$ cat config.mk
export PLATFORM = sky130hd
export DESIGN_NAME = inert_spi_ctrl_flat
export DESIGN_NICKNAME = d
export VERILOG_FILES = /design/src/rtl/inert_spi_ctrl_if.sv /design/src/rtl/inert_spi_ctrl.sv /design/src/flat_wrapper.sv
export SDC_FILE = /design/constraint.sdc
export NUM_CORES = 1
export LEC_CHECK = 0
export CORE_ASPECT_RATIO = 1.1
export CORE_UTILIZATION = 59
export CTS_CLUSTER_SIZE = 10
export DETAILED_ROUTE_END_ITERATION = 12
export DONT_BUFFER_PORTS = 1
export GPL_ROUTABILITY_DRIVEN = 0
export HOLD_SLACK_MARGIN = 0.03
export PLACE_DENSITY = 0.86
export SKIP_LAST_GASP = 1
export SYNTH_ARGS = -nofsm -noshare
export SYNTH_HDL_FRONTEND = slang
export SYNTH_SLANG_ARGS = --single-unit
$ cat constraint.sdc
create_clock -name clk -period 2.55 [get_ports clk]
set_input_delay 0.255 -clock clk [delete_from_list [all_inputs] [get_ports clk]]
set_output_delay 0.255 -clock clk [all_outputs]
set_load 0.005 [all_outputs]
$ cat src/rtl/inert_spi_ctrl_if.sv
// SPI monarch command/response bus between the inertial-sensor sequencer
// and the SPI monarch. The sequencer drives wrt/cmd and consumes done/rd_data.
interface inert_spi_ctrl_if;
  logic        wrt;      // one-cycle pulse starting a transaction
  logic [15:0] cmd;      // command word, held from wrt until done
  logic        done;     // transaction complete (level)
  logic [15:0] rd_data;  // read data, low byte meaningful

  // Sequencer side: issues commands, observes completion.
  modport master (
    output wrt,
    output cmd,
    input  done,
    input  rd_data
  );

  // SPI monarch side: accepts commands, reports completion and data.
  modport slave (
    input  wrt,
    input  cmd,
    output done,
    output rd_data
  );
endinterface : inert_spi_ctrl_if

$ cat src/rtl/inert_spi_ctrl.sv
// Inertial sensor sequencer. After reset it waits out the sensor power-up
// time, writes three configuration registers through the SPI monarch, then
// services each data-ready interrupt by reading yaw-rate low and high bytes
// and presenting the signed 16-bit result with a one-cycle valid strobe.
module inert_spi_ctrl #(
  parameter int INIT_BITS = 16
) (
  input  logic                  clk,
  input  logic                  rst_n,
  input  logic                  INT,
  inert_spi_ctrl_if.master      spi,
  output logic                  cfg_done,
  output logic                  vld,
  output logic [15:0]           yaw_rt
);

  // Sensor command words.
  localparam logic [15:0] CMD_CFG1 = 16'h0D02;  // INT enable on data-ready
  localparam logic [15:0] CMD_CFG2 = 16'h1160;  // gyro 416 Hz
  localparam logic [15:0] CMD_CFG3 = 16'h1440;  // rounding
  localparam logic [15:0] CMD_RDYL = 16'hA600;  // read yaw-rate low byte
  localparam logic [15:0] CMD_RDYH = 16'hA700;  // read yaw-rate high byte

  // Configuration issue states are followed by a wait state each; the read
  // states double as wait states so back-to-back read pairs stay tight.
  typedef enum logic [3:0] {
    ST_INIT_WAIT = 4'd0,
    ST_CFG1      = 4'd1,
    ST_CFG1_W    = 4'd2,
    ST_CFG2      = 4'd3,
    ST_CFG2_W    = 4'd4,
    ST_CFG3      = 4'd5,
    ST_CFG3_W    = 4'd6,
    ST_WAIT_INT  = 4'd7,
    ST_RD_YL     = 4'd8,
    ST_RD_YH     = 4'd9
  } state_t;

  state_t                 state_q;
  logic [INIT_BITS-1:0]   cnt_q;
  logic [INIT_BITS-1:0]   cnt_d;
  logic                   cnt_term_s;
  logic                   int_meta_q;
  logic                   int_s_q;
  logic                   wrt_q;
  logic [15:0]            cmd_q;
  logic                   cfg_done_q;
  logic                   vld_q;
  logic [15:0]            yaw_q;
  logic [7:0]             low_q;
  logic                   done_ok_s;

  // Power-up counter increment and terminal-count detect.
  always_comb begin
    cnt_d      = cnt_q + {{(INIT_BITS-1){1'b0}}, 1'b1};
    cnt_term_s = &cnt_q;
  end

  // done is ignored while wrt is high: the monarch still shows the previous
  // transaction's done in that cycle and clears it one edge later.
  assign done_ok_s = spi.done & ~wrt_q;

  // Two-flop synchronizer for the asynchronous data-ready interrupt.
  always_ff @(posedge clk or negedge rst_n) begin
    if (!rst_n) begin
      int_meta_q <= 1'b0;
      int_s_q    <= 1'b0;
    end else begin
      int_meta_q <= INT;
      int_s_q    <= int_meta_q;
    end
  end

  // Sequencer FSM with registered wrt/cmd/cfg_done/vld/yaw_rt outputs.
  always_ff @(posedge clk or negedge rst_n) begin
    if (!rst_n) begin
      state_q    <= ST_INIT_WAIT;
      cnt_q      <= {INIT_BITS{1'b0}};
      wrt_q      <= 1'b0;
      cmd_q      <= 16'h0000;
      cfg_done_q <= 1'b0;
      vld_q      <= 1'b0;
      yaw_q      <= 16'h0000;
      low_q      <= 8'h00;
    end else begin
      wrt_q <= 1'b0;
      vld_q <= 1'b0;
      case (state_q)
        ST_INIT_WAIT: begin
          if (cnt_term_s) begin
            state_q <= ST_CFG1;
          end else begin
            cnt_q <= cnt_d;
          end
        end
        ST_CFG1: begin
          wrt_q   <= 1'b1;
          cmd_q   <= CMD_CFG1;
          state_q <= ST_CFG1_W;
        end
        ST_CFG1_W: begin
          if (done_ok_s) begin
            state_q <= ST_CFG2;
          end else begin
            state_q <= ST_CFG1_W;
          end
        end
        ST_CFG2: begin
          wrt_q   <= 1'b1;
          cmd_q   <= CMD_CFG2;
          state_q <= ST_CFG2_W;
        end
        ST_CFG2_W: begin
          if (done_ok_s) begin
            state_q <= ST_CFG3;
          end else begin
            state_q <= ST_CFG2_W;
          end
        end
        ST_CFG3: begin
          wrt_q   <= 1'b1;
          cmd_q   <= CMD_CFG3;
          state_q <= ST_CFG3_W;
        end
        ST_CFG3_W: begin
          if (done_ok_s) begin
            cfg_done_q <= 1'b1;
            state_q    <= ST_WAIT_INT;
          end else begin
            state_q    <= ST_CFG3_W;
          end
        end
        ST_WAIT_INT: begin
          // Level-sensitive: a still-high interrupt starts the next pair.
          if (int_s_q) begin
            wrt_q   <= 1'b1;
            cmd_q   <= CMD_RDYL;
            state_q <= ST_RD_YL;
          end else begin
            state_q <= ST_WAIT_INT;
          end
        end
        ST_RD_YL: begin
          if (done_ok_s) begin
            low_q   <= spi.rd_data[7:0];
            wrt_q   <= 1'b1;
            cmd_q   <= CMD_RDYH;
            state_q <= ST_RD_YH;
          end else begin
            state_q <= ST_RD_YL;
          end
        end
        ST_RD_YH: begin
          if (done_ok_s) begin
            yaw_q   <= {spi.rd_data[7:0], low_q};
            vld_q   <= 1'b1;
            state_q <= ST_WAIT_INT;
          end else begin
            state_q <= ST_RD_YH;
          end
        end
        default: begin
          state_q <= ST_INIT_WAIT;
        end
      endcase
    end
  end

  assign spi.wrt  = wrt_q;
  assign spi.cmd  = cmd_q;
  assign cfg_done = cfg_done_q;
  assign vld      = vld_q;
  assign yaw_rt   = yaw_q;

endmodule : inert_spi_ctrl
$ cat src/flat_wrapper.sv
// flat-port wrapper written by rule: the top's interface ports become plain ports
module inert_spi_ctrl_flat 
#(
  parameter int INIT_BITS = 16
)
  (clk, rst_n, INT, cfg_done, vld, yaw_rt, spi_wrt, spi_cmd, spi_done, spi_rd_data);
  inert_spi_ctrl_if spi_i ();
  input  logic clk;
  input  logic rst_n;
  input  logic INT;
  output logic cfg_done;
  output logic vld;
  output logic [15:0] yaw_rt;
  output wire logic [$bits(spi_i.wrt)-1:0] spi_wrt;
  output wire logic [$bits(spi_i.cmd)-1:0] spi_cmd;
  input wire logic [$bits(spi_i.done)-1:0] spi_done;
  input wire logic [$bits(spi_i.rd_data)-1:0] spi_rd_data;
  assign spi_wrt = spi_i.wrt;
  assign spi_cmd = spi_i.cmd;
  assign spi_i.done = spi_done;
  assign spi_i.rd_data = spi_rd_data;
  inert_spi_ctrl #(.INIT_BITS(INIT_BITS)) u_core (.clk(clk), .rst_n(rst_n), .INT(INT), .spi(spi_i), .cfg_done(cfg_done), .vld(vld), .yaw_rt(yaw_rt));
endmodule
# --- After elaboration in Yosys (flattened, before gate mapping) ---
# Index checks and enable logic that the tools add are counted.
word_totals:
  mem_count: 0
  inputBits: 20
  out_inout_bits: 35
  ram_bits: 0
  latch_bits: 0
  ff_bits: 65
  romBits: 0
  wordCells: 50
classes:
  bitwise: 3
  addsub: 1
  order_cmp: 0
  n_eq_ne: 12
  reduce_logical: 9
  muxes: 15
  n_div: 0
  n_shift: 0
  multipliers: 0
op_table:
  columns: ["cell", "n"]
  rows:
  - ["$pmux W16 S5", 1]
  - ["$pmux W4 S10", 1]
  - ["$mux W16", 2]
  - ["$add A16 B1 Y16 const B", 1]
  - ["$eq A4 B3 Y1 const B", 4]
  - ["$reduce_and A16 Y1", 1]
  - ["$mux W4", 3]
  - ["$eq A4 B2 Y1 const B", 2]
  - ["$eq A4 B4 Y1 const B", 2]
  - ["$reduce_and A2 Y1", 4]
  - ["$mux W1", 7]
  - ["$ne A2 B1 Y1 const B", 3]
  - ["$reduce_bool A5 Y1", 1]
  - ["$eq A4 B1 Y1 const B", 1]
  - ["$logic_not A4 Y1", 1]
  - ["$pmux W1 S3", 1]
  - ["$reduce_and A3 Y1", 1]
  - ["$reduce_or A3 Y1", 1]
  - ["$not A1 Y1", 2]
  - ["$and A1 B1 Y1", 1]

# --- Logic depth before layout (Yosys ltp) ---
# Gate-level depths: netlist of run 1.
logic_depth:
  depth_word: 4
  depth_mapped: 7
  mapped_depth_nobuf: 5

# --- Worst setup path after synthesis of run 1 ---
# Ideal clock, no wire load.
synth_timing:
  path_type: "register to register"
  start: "register u_core.state_q[0]"
  end: "register u_core.cnt_q[11]"
  setup_time_ns: 0.079
  path_slack_ns: 0.525
  required_time_ns: 2.471
  arrival_ns: 1.946
  n_path_buf: 3
  stages_incl_launch_ff: 8
  synth_period_minus_slack_ns: 2.025
  path_cell_list: "dfrtp_1 -> buf_6 -> or4_4 -> buf_6 -> or3_4 -> buf_6 -> nor3_2 -> xor2_1"
synth_between:
  elab_chain_cells: 2
synth_rtl:
  columns: ["item", "line", "source"]
  rows:
  - ["from (decl)", "inert_spi_ctrl.sv:39", "state_t state_q;"]
  - ["from (signal assigned)", "inert_spi_ctrl.sv:77", "state_q <= ST_INIT_WAIT;"]
  - ["from (signal assigned)", "inert_spi_ctrl.sv:91", "state_q <= ST_CFG1;"]
  - ["from (signal assigned)", "inert_spi_ctrl.sv:99", "state_q <= ST_CFG1_W;"]
  - ["$logic_not A4 Y1", "inert_spi_ctrl.sv:88", "case (state_q)"]
  - ["$reduce_and A2 Y1 (no source line)", null, null]
  - ["to (signal assigned)", "inert_spi_ctrl.sv:78", "cnt_q <= {INIT_BITS{1'b0}};"]
  - ["to (signal assigned)", "inert_spi_ctrl.sv:93", "cnt_q <= cnt_d;"]
  - ["to (decl)", "inert_spi_ctrl.sv:40", "logic [INIT_BITS-1:0] cnt_q;"]
# Every way passes these cells.
# A chain may end at the register's enable or synchronous reset.

# --- Final worst setup path of run 1 ---
layout_timing:
  start: "register u_core.state_q[3]"
  end: "register u_core.yaw_q[12] (netlist: u_core.yaw_rt[12])"
layout_between:
  elab_chain_cells: 2
layout_rtl:
  columns: ["item", "line", "source"]
  rows:
  - ["$eq A4 B4 Y1", "inert_spi_ctrl.sv:88", null]
  - ["$reduce_and A2 Y1 (no source line)", null, null]
  - ["to (signal assigned)", "inert_spi_ctrl.sv:155", "yaw_q <= {spi.rd_data[7:0], low_q};"]
  - ["to (decl)", "inert_spi_ctrl.sv:49", "logic [15:0] yaw_q;"]
# Every way passes these cells.

==> results of run 1 <==
flip-flops by register name, indices dropped and copies added, names as in the netlist:
| signal | count |
|---|---|
| u_core.cfg_done | 1 |
| u_core.cnt_q | 16 |
| u_core.int_meta_q | 1 |
| u_core.int_s_q | 1 |
| u_core.low_q | 8 |
| u_core.spi.cmd | 6 |
| u_core.spi.wrt | 1 |
| u_core.state_q | 4 |
| u_core.vld | 1 |
| u_core.yaw_rt | 16 |
final cells by class:
class / count / area (um2) / area share [%]
tap: 52 / 65.1 / 2.54
multi-input combinational: 117 / 953 / 37.2
clock inverter: 3 / 20.0 / 0.780
inverter: 5 / 18.8 / 0.732
sequential: 55 / 1380 / 53.7
clock buffer: 5 / 68.8 / 2.68
timing repair buffer: 5 / 62.6 / 2.44
cell usage in the layout (no fill, tap or decap), drive strengths merged, types with 2 or more instances in the layout:
| master | n |
|---|---|
| nor2 | 7 |
| xor2 | 12 |
| xnor2 | 4 |
| a21oi | 3 |
| nand3 | 6 |
| inv | 5 |
| nand4 | 3 |
| dlygate4sd3 | 2 |
| mux2 | 25 |
| dfrtp | 55 |
| a32o | 2 |
| o32a | 2 |
| o211ai | 2 |
| nand2 | 7 |
| conb | 6 |
| clkinvlp | 2 |
| a211oi | 2 |
| nand2b | 2 |
| clkbuf | 5 |
| nor2b | 3 |
| buf | 3 |
| nor3 | 5 |
| nor4 | 3 |
| or4 | 3 |
| o21ai | 3 |
final timing paths:
kind | startpoint | endpoint | slack, ps | cells past startpoint
setup reg to reg | u_core.state_q[3]$_DFFE_PN0N_ | u_core.yaw_rt[12]$_DFFE_PN0P_ | 390 | 3
max in group asynchronous | rst_n | u_core.yaw_rt[5]$_DFFE_PN0P_ | 1870 | 2
setup / recovery | u_core.state_q[3]$_DFFE_PN0N_ | u_core.yaw_rt[12]$_DFFE_PN0P_ | 390 | 3
hold reg to reg | u_core.int_meta_q$_DFF_PN0_ | u_core.int_s_q$_DFF_PN0_ | 360 | 0
hold / removal | spi_rd_data[3] | u_core.yaw_rt[11]$_DFFE_PN0P_ | 90 | 1
min in group asynchronous | rst_n | u_core.cnt_q[3]$_DFFE_PN0P_ | 460 | 2
cell families (layout without fill, tap and decap cells):
| group | Yosys count | after routing | synth area share, % |
|---|---|---|---|
| flops | 55 | 55 | 55.8 |
| simple gates | 48 | 48 | 13.7 |
| mux | 25 | 25 | 11.4 |
| buf+inv | 25 | 18 | 6.24 |
| compound gates | 21 | 21 | 6.45 |
| xor+xnor | 16 | 16 | 5.69 |
| fa+ha+maj | 1 | 1 | 0.508 |
| other cells | 1 | 6 | 0.152 |
metal layers:
metal | up-vias | GRT usage [%] | part of all wire, %
met3 | 7 | 6.41 | 5.4
met2 | 37 | 34.8 | 53
li1 | 651 | - | -
met5 | - | 0 | 0
met4 | 0 | 6.82 | 1.3
met1 | 718 | 24.3 | 40
power groups by stage:
stage / combinational (mW) / clock [mW] / sequential, mW
final: 0.0404 / 0.469 / 0.896
after global routing: 0.0466 / 0.516 / 0.898
after CTS: 0.0415 / 0.480 / 0.896
after detailed placement: 0.0170 / 0 / 0.913
after global placement: 0.0157 / 0 / 0.912
after floorplan: 0.0216 / 0 / 0.910
through the flow:
stage / instances / instance area (um2) / hold WS (ps) / worst slack (ps)
4_1_cts: 242 / 2560 / 80.7 / 376
2_1_floorplan: 197 / 2480 / -40.6 / 525
6_report: 242 / 2560 / 89.6 / 390
3_3_place_gp: 231 / 2430 / -38.7 / 491
3_5_place_dp: 231 / 2430 / -38.8 / 405
5_1_grt: 242 / 2560 / 69.1 / 292
==> impl_results.md, run 1 <==
* First-pass DRT Iterations at 4
* Clk slew on worst S/H paths at 90 ps
* Cell breakdown of the critical path: nand2b_1 > or4_1 > mux2_2
* Clock Power Share at 33.4%
* LEAKAGE at 1.21 nW
* Internal at 1.09 mW
* Num rows at 24
* Setup violators final at 0
* Yosys reg bits at 55
* Flop pwr share at 63.7%
* Max Cap Violations at 0
* Synth Warn # at 0
* Die Footprint at 4440 um2
* Starting Density at 61.7%
* Comb pwr share at 2.9%
* Buffers and inverters on the worst path at 0
* CP required at 2750 ps
* Seq/Total Area, Yosys at 55.8%
* Synth Cell Area at 2460 um2
* Worst slew pin tran at 738 ps
* Worst setup SP type: register
* Tcrit/Tclk final at 84.7%
* Max IR drop VDD at 0.000521 V
* EDFF count, synth at 0
* Cts repair resizes at 0
* Share of layout cells above drive strength 1 at 25.3%
* Post-synth ARST share at 100%
* Status: finished, final reports clean
* CTS tree: yes
* First-pass GRT wire length at 6820 um
* Clk_skew at 2.92 ps
* H-tree Lvls at 2
* Final core occ at 64.2%
* Via-to-Cell Ratio at 5.84
* Count leader, synth: dfrtp_1
* Top delay family on crit path: simple AND/OR/NAND/NOR gates
* Num CTS Buffers at 5
* Post-Syn Instances at 192
* Syn avg cell area at 12.8 um2
* Top_reg_cell synth: dfrtp_1
* Unrepaired setup endpoints after global routing: false
* Die X at 63.6 um
* Commonest cells post-synth: 55 x dfrtp_1, 25 x mux2_2, 12 x xor2_1
* Max Clk Rate at 0.463 GHz
* Area grow syn2layout at 4.06%
* Post-synth top area share at 55.8%
* Largest area contributor in the netlist: dfrtp_1
* Path type of the worst min-delay path: in2reg
* Vias post-DR at 1,413
* Distinct cell type count after synthesis at 45
* Vias in the first global route at 1,475
* Port bufs at 0
* Worst-skew pair later-pin latency at 310 ps
* DRC viols at 0
* Clk buf depth at 2
* Initial antenna violation count at 0
* Diode count at 0
* Final ANT Viol Nets at 0
* Pwr per Cell Area at 548 nW/um2
* Final net count at 210
* Final setup TNS at 0 ps
* Switching Power at 0.311 mW
* Wire per inst at 17.1 um
* Drt first-iter violations at 30
* Die Y at 69.8 um
* Fill cell count at 286
* Hold-fix buffers, CTS at 3
* Top cells by area, synth: dfrtp_1 56%, mux2_2 11%, xor2_1 4.3%, buf_4 3.0%, nor4_4 2.6%
* Total core area at 3990 um2
* Post-DP HPWL at 2920 um
* Largest net degree at the start of global routing at 56
* Setup CP Type: reg2reg
* GR Util All Layers at 20.4%
* Grt ovf at 0
* Power, Total at 1.41 mW
* Switching share of total power at 22.2%
* Critical path's largest stage delay at 870 ps
* CP Capture Type: register
* Post-CTS setup buffers at 0
* Fin. Hold Viols at 0
* CP max stage cell: or4_1
* IO Count at 55
* Sink Count at 55
* Final Max Slew Viols at 0
* Post-layout min period at 2160 ps
* Root Driver: clkbuf_8
* Critical path arrival at 2360 ps
* Crit-path max FO at 18
* Worst slew margin at 50.8%
* Drt total wl at 4140 um
Note: power is estimated with default switching activity, not from simulation.
==> inputs of run 2 (changes only) <==
==> constraint.sdc (replaced) <==
create_clock -name clk -period 2 [get_ports clk]
set_input_delay 0.2 -clock clk [delete_from_list [all_inputs] [get_ports clk]]
set_output_delay 0.2 -clock clk [all_outputs]
set_load 0.005 [all_outputs]
==> run 2 against run 1 <==
- setup slack lost 270 ps
- total power grew 32%
- cell count grew 7.0%
- count of clock-buffer cells in the layout is the same
- die area is the same
- fmax grew 15%
- first-iteration DRC count grew to 2.9 times the previous value
- hold slack lost 52 ps
- critical endpoint is now u_core.cnt_q[13]$_DFFE_PN0P_
==> impl_results.md, run 2 (same netlist as run 1, synthesis figures left out) <==
* Status: finished, final reports clean
* Buffers and inverters on the worst path at 0
* First-pass GRT wire length at 7710 um
* Vias post-DR at 1,545
* RR Startpoint: u_core.state_q[0]$_DFFE_PN0N_
* Num CTS Buffers at 5
* Setup ws final at 121 ps
* Setup CP Type: reg2reg
* Max IR drop VDD at 0.000561 V
* Top delay family on crit path: simple AND/OR/NAND/NOR gates
* Initial antenna violation count at 0
* Max Clk Rate at 0.532 GHz
* Critical path's largest stage delay at 580 ps
* Share of layout cells above drive strength 1 at 26.6%
* Via-to-Cell Ratio at 5.97
* Unrepaired setup endpoints after global routing: false
* Starting Density at 61.7%
* Path type of the worst min-delay path: in2reg
* Wire per inst at 18.5 um
* Final net count at 227
* Hold path cells at 1
* Fin. Hold Viols at 0
* Worst-skew pair later-pin latency at 320 ps
* First-pass DRT Iterations at 4
* GR Util All Layers at 23.5%
* Max Cap Violations at 0
* CTS tree: yes
* Die X at 63.6 um
* Die Y at 69.8 um
* Clk buf depth at 2
* Total core area at 3990 um2
* CP required at 2250 ps
* Pwr per Cell Area at 679 nW/um2
* CP max stage cell: or4_4
* Hold Startpoint: spi_rd_data[1]
* Critical path arrival at 2130 ps
* Drt first-iter violations at 86
* LEAKAGE at 1.30 nW
* Tcrit/Tclk final at 94.0%
* Final core occ at 68.1%
* H-tree Lvls at 2
* Num rows at 24
* Most frequent cells in the layout: 55 x dfrtp_1, 25 x mux2_2, 12 x xor2_1, 12 x dlygate4sd3_1, 9 x buf_4
* Worst reg2reg path endpoint: u_core.cnt_q[13]$_DFFE_PN0P_
* Die Footprint at 4440 um2
* Sink Count at 55
* Final ANT Viol Nets at 0
* Vias in the first global route at 1,605
* DRC viols at 0
* Area grow syn2layout at 10.4%
* Clk_skew at 8.40 ps
* Clk slew on worst S/H paths at 100 ps
* Crit-path max FO at 6
* Post-DP HPWL at 3060 um
* Post-layout min period at 1880 ps
* Grt ovf at 0
* Drt total wl at 4790 um
* Final Max Slew Viols at 0
* Cell breakdown of the critical path: or4_4 > or3_4 > nor4_4 > xor2_1
* DP Worst Slack at 138 ps
* Min Hold Slack at 37.6 ps
* Commonest non-fill, non-tap cell in the layout: dfrtp_1
* Diode count at 0
* Setup violators final at 0
* Worst setup SP type: register
* IO Count at 55
* R2R Setup Slk at 120 ps
* Final setup TNS at 0 ps
* Power, Total at 1.85 mW
* Root Driver: clkbuf_8
* Largest net degree at the start of global routing at 56
* R2R cell count at 4
* Port bufs at 0
* Hold Path Sink: u_core.yaw_rt[9]$_DFFE_PN0P_
* CP Capture Type: register
==> run 2: changes by cell type in the layout (fill, tap and decap cells not counted), sizes merged <==
cell | previous run | this run
clkinvlp | 2 | 0
inv | 5 | 7
buf | 3 | 10
dlygate4sd3 | 2 | 12
==> run 2: per-layer routing <==
layer,global-route usage (%),vias up,share of wire [%]
met5,0,-,0
met4,10.6,0,1.9
met3,7.07,8,7.3
met2,39.5,73,53
met1,27.3,770,38
li1,-,694,-
==> run 2: power breakdown <==
part / internal, mW / switching (mW)
combinational: 0.0339 / 0.0354
sequential: 1.13 / 0.0142
clock: 0.254 / 0.381
==> run 2: worst reg2reg max path, cell delays in order, from the launching register on <==
cell	delay [ps]
dfrtp_1	390
or4_4	580
or3_4	480
nor4_4	190
xor2_1	170
==> run 2: layout make-up <==
type	instances	area, um2
flip-flops and latches	55	1380
fillers	262	1270
multi-input cells	117	953
repair buffers	22	215
clock buffers	5	68.8
well taps	52	65.1
clock inverters	3	22.5
inverters	5	18.8
==> run 2: worst max-delay path by stage <==
stage	start	endpoint	depth (start not counted)
floorplan	u_core.state_q[0]$_DFFE_PN0N_	u_core.cnt_q[13]$_DFFE_PN0P_	7
global placement	u_core.state_q[0]$_DFFE_PN0N_	u_core.cnt_q[15]$_DFFE_PN0P_	4
detailed placement	u_core.state_q[0]$_DFFE_PN0N_	u_core.cnt_q[13]$_DFFE_PN0P_	4
CTS	u_core.state_q[0]$_DFFE_PN0N_	u_core.cnt_q[13]$_DFFE_PN0P_	4
global route	u_core.state_q[0]$_DFFE_PN0N_	u_core.cnt_q[13]$_DFFE_PN0P_	4
finish	u_core.state_q[0]$_DFFE_PN0N_	u_core.cnt_q[13]$_DFFE_PN0P_	4
==> run 2: metrics by stage <==
| step | instance area [um2] | std cells |
|---|---|---|
| floorplan | 2480 | 197 |
| global placement | 2480 | 238 |
| detailed placement | 2480 | 238 |
| CTS | 2690 | 256 |
| global route | 2720 | 259 |
| finish | 2720 | 259 |
==> run 2: repair_timing <==
item,in CTS,in global routing
hold endpoints to repair,64,3
gates resized for setup,0,0
buffers inserted,0,0
hold buffers,10,3
==> inputs of run 3 (changes only) <==
--- a/config.mk
+++ b/config.mk
@@ -5,14 +5,17 @@
 export SDC_FILE = /design/constraint.sdc
 export NUM_CORES = 1
 export LEC_CHECK = 0
+export CELL_PAD_IN_SITES_DETAIL_PLACEMENT = 0
+export CELL_PAD_IN_SITES_GLOBAL_PLACEMENT = 1
 export CORE_ASPECT_RATIO = 1.1
-export CORE_UTILIZATION = 59
+export CORE_MARGIN = 5
+export CORE_UTILIZATION = 49
 export CTS_CLUSTER_SIZE = 10
 export DETAILED_ROUTE_END_ITERATION = 12
 export DONT_BUFFER_PORTS = 1
 export GPL_ROUTABILITY_DRIVEN = 0
 export HOLD_SLACK_MARGIN = 0.03
-export PLACE_DENSITY = 0.86
+export PLACE_DENSITY = 0.88
 export SKIP_LAST_GASP = 1
 export SYNTH_ARGS = -nofsm -noshare
 export SYNTH_HDL_FRONTEND = slang
==> run 3 against run 2 <==
- cell count is 2.3% higher
- clock skew is 2.4 ps lower
- fmax increased by 1.1%
- highest routed layer unchanged
- largest power group unchanged
==> impl_results.md, run 3 (same netlist as run 1, synthesis figures left out) <==
* Vias post-DR at 1,458
* Starting Density at 50.0%
* Area grow syn2layout at 10.7%
* Critical path arrival at 2100 ps
* Comb pwr share at 3.6%
* Setup CP Type: reg2reg
* Clk buf depth at 2
* Die Y at 84.4 um
* Final Max Slew Viols at 0
* Pwr per Cell Area at 671 nW/um2
* CP required at 2240 ps
* Die Footprint at 6550 um2
* LEAKAGE at 1.29 nW
* Metal-1 WL at 1680 um
* Clock Power Share at 34.0%
* CP max stage cell: or4_4
* Root Driver: clkbuf_8
* First-pass DRT Iterations at 4
* Crit-path max FO at 6
* IO Count at 55
* Worst-skew pair later-pin latency at 310 ps
* Uppermost layer routed: met4
* Post-CTS setup buffers at 0
* Final net count at 227
* RR Startpoint: u_core.state_q[0]$_DFFE_PN0N_
* Initial antenna violation count at 0
* Drt first-iter violations at 41
* Clk_skew at 5.99 ps
* CP Capture Type: register
* Num rows at 27
* H-tree Lvls at 2
* R2R cell count at 4
* Post-route insts no fill at 265
* Switching Power at 0.416 mW
* Path type of the worst min-delay path: in2reg
* Port bufs at 0
* Min Hold Slack at 250 ps
* Hold-fix buffers, CTS at 11
* Grt ovf at 0
* R2R Setup Slk at 140 ps
* Max Cap Violations at 0
* Worst reg2reg path endpoint: u_core.cnt_q[13]$_DFFE_PN0P_
* Status: finished, final reports clean
* Placed Cells at 245
* Most frequent cells in the layout: 55 x dfrtp_1, 25 x mux2_2, 12 x xor2_1, 11 x dlygate4sd3_1, 10 x buf_4
* Metal2 WL at 2060 um
* Total core area at 4930 um2
* Sink Count at 55
* Clk slew on worst S/H paths at 100 ps
* DRC viols at 0
* Final ANT Viol Nets at 0
* First-pass GRT wire length at 7390 um
* Max Clk Rate at 0.538 GHz
* Tcrit/Tclk final at 93.0%
* Unrepaired setup endpoints after global routing: false
* Largest net degree at the start of global routing at 56
* Switching share of total power at 22.7%
* Hold Path Sink: u_core.state_q[3]$_DFFE_PN0N_
* CTS tree: yes
* Fin. Hold Viols at 0
* Cell breakdown of the critical path: or4_4 > or3_4 > nor4_4 > xor2_1
* Internal at 1.41 mW
* Worst setup SP type: register
* Vias in the first global route at 1,593
* Max IR drop VDD at 0.000564 V
* Cts repair resizes at 0
* Wire per inst at 15.3 um
* Post-layout min period at 1860 ps
* Share of layout cells above drive strength 1 at 27.1%
* Hold Startpoint: spi_done
* Hold path cells at 3
* Drt total wl at 4060 um
* GR Util All Layers at 13.9%
* Post-DP HPWL at 2760 um
* Die X at 77.6 um
* Flop pwr share at 62.4%
* Critical path's largest stage delay at 580 ps
* Num CTS Buffers at 5
* Commonest non-fill, non-tap cell in the layout: dfrtp_1
* Final core occ at 55.3%
* Via-to-Cell Ratio at 5.50
* Diode count at 0
* Setup violators final at 0
* Power, Total at 1.83 mW
* Met3 Wirelength at 234 um
run 3: power groups by stage:
| stage | combinational, mW | clock [mW] | sequential [mW] |
|---|---|---|---|
| 4_1_cts | 0.0668 | 0.646 | 1.14 |
| 5_1_grt | 0.0768 | 0.696 | 1.14 |
| 6_report | 0.0667 | 0.621 | 1.14 |
| 2_1_floorplan | 0.0276 | 0 | 1.16 |
| 3_5_place_dp | 0.0211 | 0 | 1.16 |
| 3_3_place_gp | 0.0201 | 0 | 1.16 |
run 3: layer usage:
layer / track usage [%] / vias up
met1: 17.3 / 737
met4: 6.09 / 0
met5: 0 / -
li1: - / 687
met2: 21.9 / 27
met3: 4.83 / 7
run 3: worst max path at each step:
stage / start / endpoint / slack [ps] / cells after the start
5_1_grt: u_core.state_q[0]$_DFFE_PN0N_ / u_core.cnt_q[13]$_DFFE_PN0P_ / 50 / 4
6_report: u_core.state_q[0]$_DFFE_PN0N_ / u_core.cnt_q[13]$_DFFE_PN0P_ / 140 / 4
2_1_floorplan: u_core.state_q[0]$_DFFE_PN0N_ / u_core.cnt_q[13]$_DFFE_PN0P_ / -0.6 / 7
3_5_place_dp: u_core.state_q[0]$_DFFE_PN0N_ / u_core.cnt_q[15]$_DFFE_PN0P_ / 140 / 4
4_1_cts: u_core.state_q[0]$_DFFE_PN0N_ / u_core.cnt_q[15]$_DFFE_PN0P_ / 130 / 4
3_3_place_gp: u_core.state_q[0]$_DFFE_PN0N_ / u_core.cnt_q[13]$_DFFE_PN0P_ / 180 / 4
run 3: worst max-delay path, delay by kind of cell (launching register included):
kind | cells | cell delay (ps)
AND/OR/NAND/NOR | 3 | 1230
XOR/XNOR | 1 | 170
flip-flops | 1 | 390
run 3: cell type report:
| class | count | area (um2) |
|---|---|---|
| Inverter | 5 | 18.8 |
| Sequential cell | 55 | 1380 |
| Timing Repair Buffer | 22 | 213 |
| Tap cell | 58 | 72.6 |
| Fill cell | 417 | 2200 |
| Clock inverter | 3 | 25.0 |
| Clock buffer | 5 | 68.8 |
| Multi-Input combinational cell | 117 | 953 |
run 3: stage by stage:
step,setup WS [ps],cell area [um2],setup TNS (ps)
2_1_floorplan,-0.601,2480,-1.20
4_1_cts,131,2720,0
3_3_place_gp,182,2500,0
5_1_grt,54.3,2730,0
3_5_place_dp,143,2500,0
6_report,141,2730,0
